`src/rtl/fifo_sync_flex_if.sv`:
```
// Handshake bundle for fifo_sync_flex: producer/consumer controls on one side, data and status on the other.
// The master modport is the user side and the slave modport is the FIFO side.
interface fifo_sync_flex_if #(
  parameter int DATA_WIDTH = 8,
  parameter int DEPTH      = 8
);
  logic                    wr_en;
  logic [DATA_WIDTH-1:0]   din;
  logic                    rd_en;
  logic                    clr_err;
  logic [DATA_WIDTH-1:0]   dout;
  logic                    valid;
  logic                    full;
  logic                    empty;
  logic                    almost_full;
  logic                    almost_empty;
  logic [$clog2(DEPTH):0]  count;
  logic                    overflow;
  logic                    underflow;

  modport master (
    output wr_en, din, rd_en, clr_err,
    input  dout, valid, full, empty, almost_full, almost_empty, count, overflow, underflow
  );

  modport slave (
    input  wr_en, din, rd_en, clr_err,
    output dout, valid, full, empty, almost_full, almost_empty, count, overflow, underflow
  );
endinterface

```
`src/rtl/fifo_sync_flex.sv`:
```
// Single-clock FIFO with selectable registered / first-word-fall-through read, programmable
// almost thresholds, sticky overflow/underflow flags, and any DEPTH >= 2.
module fifo_sync_flex #(
  parameter int DATA_WIDTH    = 8,
  parameter int DEPTH         = 8,
  parameter bit FWFT          = 1'b0,
  parameter int AFULL_THRESH  = DEPTH - 2,
  parameter int AEMPTY_THRESH = 1
) (
  input logic              clk,
  input logic              rst,
  fifo_sync_flex_if.slave  bus
);
  localparam int PTR_W = $clog2(DEPTH);
  localparam int CNT_W = $clog2(DEPTH) + 1;

  typedef logic [PTR_W-1:0]      ptr_t;
  typedef logic [CNT_W-1:0]      cnt_t;
  typedef logic [DATA_WIDTH-1:0] data_t;

  localparam ptr_t LAST_PTR = ptr_t'(DEPTH - 1);
  localparam cnt_t DEPTH_C  = cnt_t'(DEPTH);

  data_t mem [DEPTH];

  ptr_t  wr_ptr_q, wr_ptr_d;
  ptr_t  rd_ptr_q, rd_ptr_d;
  cnt_t  count_q, count_d;
  data_t dout_q, dout_d;
  logic  valid_q, valid_d;
  logic  overflow_q, overflow_d;
  logic  underflow_q, underflow_d;

  logic empty, full, rd_acc, wr_acc;

  assign empty  = (count_q == '0);
  assign full   = (count_q == DEPTH_C);
  assign rd_acc = bus.rd_en & ~empty;
  // A pop in the same cycle frees the slot, so a full FIFO can still take a write.
  assign wr_acc = bus.wr_en & (~full | rd_acc);

  always_comb begin
    // NOTE: every variable gets a default first so no path leaves it unassigned and infers a latch.
    wr_ptr_d    = wr_ptr_q;
    rd_ptr_d    = rd_ptr_q;
    count_d     = count_q;
    dout_d      = dout_q;
    valid_d     = 1'b0;
    overflow_d  = overflow_q;
    underflow_d = underflow_q;

    // Explicit wrap compare keeps non-power-of-two depths correct.
    if (wr_acc) wr_ptr_d = (wr_ptr_q == LAST_PTR) ? '0 : wr_ptr_q + ptr_t'(1);
    if (rd_acc) begin
      rd_ptr_d = (rd_ptr_q == LAST_PTR) ? '0 : rd_ptr_q + ptr_t'(1);
      dout_d   = mem[rd_ptr_q];
      valid_d  = 1'b1;
    end

    if (wr_acc && !rd_acc)      count_d = count_q + cnt_t'(1);
    else if (rd_acc && !wr_acc) count_d = count_q - cnt_t'(1);

    // Clear first so a fresh error in the same cycle takes priority.
    if (bus.clr_err) begin
      overflow_d  = 1'b0;
      underflow_d = 1'b0;
    end
    if (bus.wr_en && !wr_acc) overflow_d  = 1'b1;
    if (bus.rd_en && !rd_acc) underflow_d = 1'b1;
  end

  // NOTE: sequential state uses non-blocking assignments so every flop samples pre-edge values.
  always_ff @(posedge clk or posedge rst) begin
    if (rst) begin
      wr_ptr_q    <= '0;
      rd_ptr_q    <= '0;
      count_q     <= '0;
      dout_q      <= '0;
      valid_q     <= 1'b0;
      overflow_q  <= 1'b0;
      underflow_q <= 1'b0;
    end else begin
      wr_ptr_q    <= wr_ptr_d;
      rd_ptr_q    <= rd_ptr_d;
      count_q     <= count_d;
      dout_q      <= dout_d;
      valid_q     <= valid_d;
      overflow_q  <= overflow_d;
      underflow_q <= underflow_d;
    end
  end

  // NOTE: storage has no reset; stale words are unreachable because count and pointers are reset.
  always_ff @(posedge clk) begin
    if (wr_acc) mem[wr_ptr_q] <= bus.din;
  end

  assign bus.dout         = FWFT ? (empty ? '0 : mem[rd_ptr_q]) : dout_q;
  assign bus.valid        = FWFT ? ~empty : valid_q;
  assign bus.full         = full;
  assign bus.empty        = empty;
  assign bus.almost_full  = (count_q >= cnt_t'(AFULL_THRESH));
  assign bus.almost_empty = (count_q <= cnt_t'(AEMPTY_THRESH));
  assign bus.count        = count_q;
  assign bus.overflow     = overflow_q;
  assign bus.underflow    = underflow_q;
endmodule

```
`src/flat_wrapper.sv`:
```
// flat-port wrapper written by rule: the top's interface ports become plain ports
module fifo_sync_flex_flat 
#(
  parameter int DATA_WIDTH    = 8,
  parameter int DEPTH         = 8,
  parameter bit FWFT          = 1'b0,
  parameter int AFULL_THRESH  = DEPTH - 2,
  parameter int AEMPTY_THRESH = 1
)
  (clk, rst, bus_wr_en, bus_din, bus_rd_en, bus_clr_err, bus_dout, bus_valid, bus_full, bus_empty, bus_almost_full, bus_almost_empty, bus_count, bus_overflow, bus_underflow);
  fifo_sync_flex_if #(.DATA_WIDTH(DATA_WIDTH), .DEPTH(DEPTH)) bus_i ();
  input logic clk;
  input logic rst;
  input wire logic [$bits(bus_i.wr_en)-1:0] bus_wr_en;
  input wire logic [$bits(bus_i.din)-1:0] bus_din;
  input wire logic [$bits(bus_i.rd_en)-1:0] bus_rd_en;
  input wire logic [$bits(bus_i.clr_err)-1:0] bus_clr_err;
  output wire logic [$bits(bus_i.dout)-1:0] bus_dout;
  output wire logic [$bits(bus_i.valid)-1:0] bus_valid;
  output wire logic [$bits(bus_i.full)-1:0] bus_full;
  output wire logic [$bits(bus_i.empty)-1:0] bus_empty;
  output wire logic [$bits(bus_i.almost_full)-1:0] bus_almost_full;
  output wire logic [$bits(bus_i.almost_empty)-1:0] bus_almost_empty;
  output wire logic [$bits(bus_i.count)-1:0] bus_count;
  output wire logic [$bits(bus_i.overflow)-1:0] bus_overflow;
  output wire logic [$bits(bus_i.underflow)-1:0] bus_underflow;
  assign bus_i.wr_en = bus_wr_en;
  assign bus_i.din = bus_din;
  assign bus_i.rd_en = bus_rd_en;
  assign bus_i.clr_err = bus_clr_err;
  assign bus_dout = bus_i.dout;
  assign bus_valid = bus_i.valid;
  assign bus_full = bus_i.full;
  assign bus_empty = bus_i.empty;
  assign bus_almost_full = bus_i.almost_full;
  assign bus_almost_empty = bus_i.almost_empty;
  assign bus_count = bus_i.count;
  assign bus_overflow = bus_i.overflow;
  assign bus_underflow = bus_i.underflow;
  fifo_sync_flex #(.DATA_WIDTH(DATA_WIDTH), .DEPTH(DEPTH), .FWFT(FWFT), .AFULL_THRESH(AFULL_THRESH), .AEMPTY_THRESH(AEMPTY_THRESH)) u_core (.clk(clk), .rst(rst), .bus(bus_i));
endmodule
```
`config.mk`:
```
export PLATFORM = sky130hd
export DESIGN_NAME = fifo_sync_flex_flat
export DESIGN_NICKNAME = d
export VERILOG_FILES = /design/src/rtl/fifo_sync_flex_if.sv /design/src/rtl/fifo_sync_flex.sv /design/src/flat_wrapper.sv
export SDC_FILE = /design/constraint.sdc
export NUM_CORES = 1
export LEC_CHECK = 0
export CELL_PAD_IN_SITES_DETAIL_PLACEMENT = 0
export CELL_PAD_IN_SITES_GLOBAL_PLACEMENT = 2
export CORE_MARGIN = 5
export CORE_UTILIZATION = 42
export DETAILED_ROUTE_END_ITERATION = 10
export PLACE_DENSITY = 0.76
export SYNTH_ARGS = -nofsm -noshare
export SYNTH_HDL_FRONTEND = slang
export SYNTH_SLANG_ARGS = --single-unit
export TNS_END_PERCENT = 1
```
`constraint.sdc`:
```
create_clock -name clk -period 2.9 [get_ports clk]
set_input_delay 0.58 -clock clk [delete_from_list [all_inputs] [get_ports clk]]
set_output_delay 0.58 -clock clk [all_outputs]
set_load 0.05 [all_outputs]
```
==> metrics.csv <==
metric,value,unit
status,completed,
synthCells,221,
grt_max_degree,36,
hold_class,flop to flop,
ctsResizeCount,0,
io_pins,32,
slew_headroom,36.02,%
synth_top_cell_by_area,edfxtp_1,
async_reset_ff_share,24.71,%
syn_nets,244,
wl_met2,3.512,mm
holdWs,0.5123,ns
hold_viol_final,0,
antenna_cells,0,
yosys_warnings,0,
post-route-min-period,2.728,ns
fmax,0.3666,GHz
wl_met1,3.141,mm
ir_worst_vdd,0.6200,mV
fillers,707,
post_cts_buffers,0,
coreArea,8258,um^2
grt_pass1_vias,1938,
vias,1974,
first_pass_iters,4,
synth_seq_cells,85,
report.final.slew_viol_count,0,
p_leak,1.587,nW
pwr_density_cell,1045,nW/um^2
avgSynthCellArea,16.21,um^2
fp.dieH,102.4,um
grt_remaining_overflow,0,
cts_buffer_depth,2,
rsz0062_at_grt,false,
drc,0,
arrival,2.15,ns
crit_fanout,7,
die_area,10480,um^2
fin_skew,0.009085,ns
setup_viol,0,
ant_nets,0,
synth_edf_count,64,
wl,7.164,mm
drive_gt1_share,20.45,%
clk_latency,0.35,ns
vias_per_cell,5.278,
area_delta_synth_final,18.44,%
ys_top_cells_by_count,"edfxtp_1 (64), dfrtp_1 (21), mux2_2 (17), mux2i_1 (17)",
post-route-period-util,94.07,%
clkTransAtPathRegs,0.09,ns
final_core_util,51.39,%
place.gp.congestion,0.7715,
port-buffer-count,31,
die_x,102.4,um
grt_antenna_before_repair,0,
yosysSeqAreaShare,68.30,%
numCtsBuffers,9,
clockRootBuffer,clkbuf_8,
htreeDepth,3,
syn_area,3583,um^2
yosysMostFrequentCell,edfxtp_1,
cts_tree,yes,
synth_top_cells_by_area,"edfxtp_1 (54%), dfrtp_1 (15%), mux2_2 (5.3%)",
ys_types,33,
maxCapViolCount,0,
cts_sinks,85,
drt_iter0_markers,86,
worstMarginPinSlew,0.9578,ns
synth_top_area_share,53.63,%
synth_ff_type,edfxtp_1,
criticalPathCategory,flop to output port,
wire_per_inst,19.16,um
dp_cells,358,
start_util,43.39,%
tns,0,ns
nets,287,
ctsHoldBuffers,0,
start_kind,flop,
dp_hpwl,4.580,mm
row_count,33,
met3_length,443,um
top_layer,met4,
grt_pass1_wl,10.96,mm
grt.total_usage,14.70,%
place_area,4055,um^2
stdcell_count,374,
final_cell_area,4244,um^2
end_kind,output port,
required,2.32,ns
==> flip-flops by register name, summed over array words and instances, names as in the netlist <==
signal                cells
u_core.bus.overflow       1
u_core.rd_ptr_q           3
u_core.bus.underflow      1
u_core.wr_ptr_q           3
u_core.bus.valid          1
u_core.bus.dout           8
u_core.bus.count          4
u_core.mem               64
==> per-layer routing <==
metal,up-vias,track usage [%]
met5,-,0
met2,54,23.94
met1,978,19.49
met4,0,3.330
met3,4,4.505
li1,938,-
==> power breakdown <==
group | total, mW | switching [mW] | internal, mW
Clock | 0.780 | 0.448 | 0.332
Sequential | 1.77 | 0.178 | 1.59
Combinational | 1.89 | 1.14 | 0.744
Total | 4.44 | 1.77 | 2.67
==> worst paths after layout <==
kind / from / to / slack, ns / cells after the start
max reg2reg: u_core.bus.count[0] / u_core.bus.count[3] / 0.52 / 9
min: u_core.bus.overflow / u_core.bus.overflow / 0.51 / 1
min in group asynchronous: rst / u_core.bus.dout[3] / 0.57 / 3
max in group asynchronous: rst / u_core.bus.count[0] / 2.08 / 3
min reg2reg: u_core.bus.overflow / u_core.bus.overflow / 0.51 / 1
max: u_core.bus.count[0] / bus_almost_empty / 0.17 / 5
==> cell families after synthesis <==
logic type | after synthesis | share of synthesized area (%)
DFF | 85 | 68.30
muxes | 39 | 11.66
xor gates and xnor gates | 4 | 0.9778
and+or+nand+nor | 28 | 4.260
adders and majority gates | 10 | 3.492
AOI/OAI and AO/OA | 39 | 8.974
buffers and inverters | 16 | 2.339
==> cell type report <==
class                   count  area, um^2  area share, %
flip-flops and latches     85        2447          57.67
multi-input cells         120        1059          24.94
well taps                 105       131.4          3.096
clock inverters             7       62.56          1.474
repair buffers             40       390.4          9.198
clock buffers               9       123.9          2.919
inverters                   8       30.03         0.7075
==> cell usage in the layout (no fill, tap or decap), types with 5 or more instances in the layout <==
master / netlist / final
clkdlybuf4s50_1: 0 / 29
a22o_1: 9 / 9
inv_1: 8 / 8
clkbuf_8: 0 / 9
mux2_1: 5 / 5
dfrtp_1: 21 / 21
buf_4: 2 / 9
mux2i_1: 17 / 17
o22ai_1: 8 / 8
edfxtp_1: 64 / 64
mux2_2: 17 / 17
nor3_1: 5 / 5
o21ai_0: 10 / 10
ha_1: 10 / 10
o31ai_2: 8 / 8
nor2_1: 8 / 8
==> stage by stage <==
stage / total power [mW] / setup slack [ns]
2_1_floorplan: 3.129 / 0.2675
3_3_place_gp: 3.699 / 0.2831
3_5_place_dp: 3.711 / 0.2622
4_1_cts: 4.492 / 0.08762
5_1_grt: 4.686 / 0.04818
6_report: 4.437 / 0.1719
==> worst max-delay path, cell delays in order, from the launching register on <==
cell             delay, ns
dfrtp_1               0.46
inv_1                 0.14
ha_1                  0.18
nor2_1                0.06
nor3_1                0.14
clkdlybuf4s50_1       0.83
Note: power is estimated with default switching activity, not from simulation.
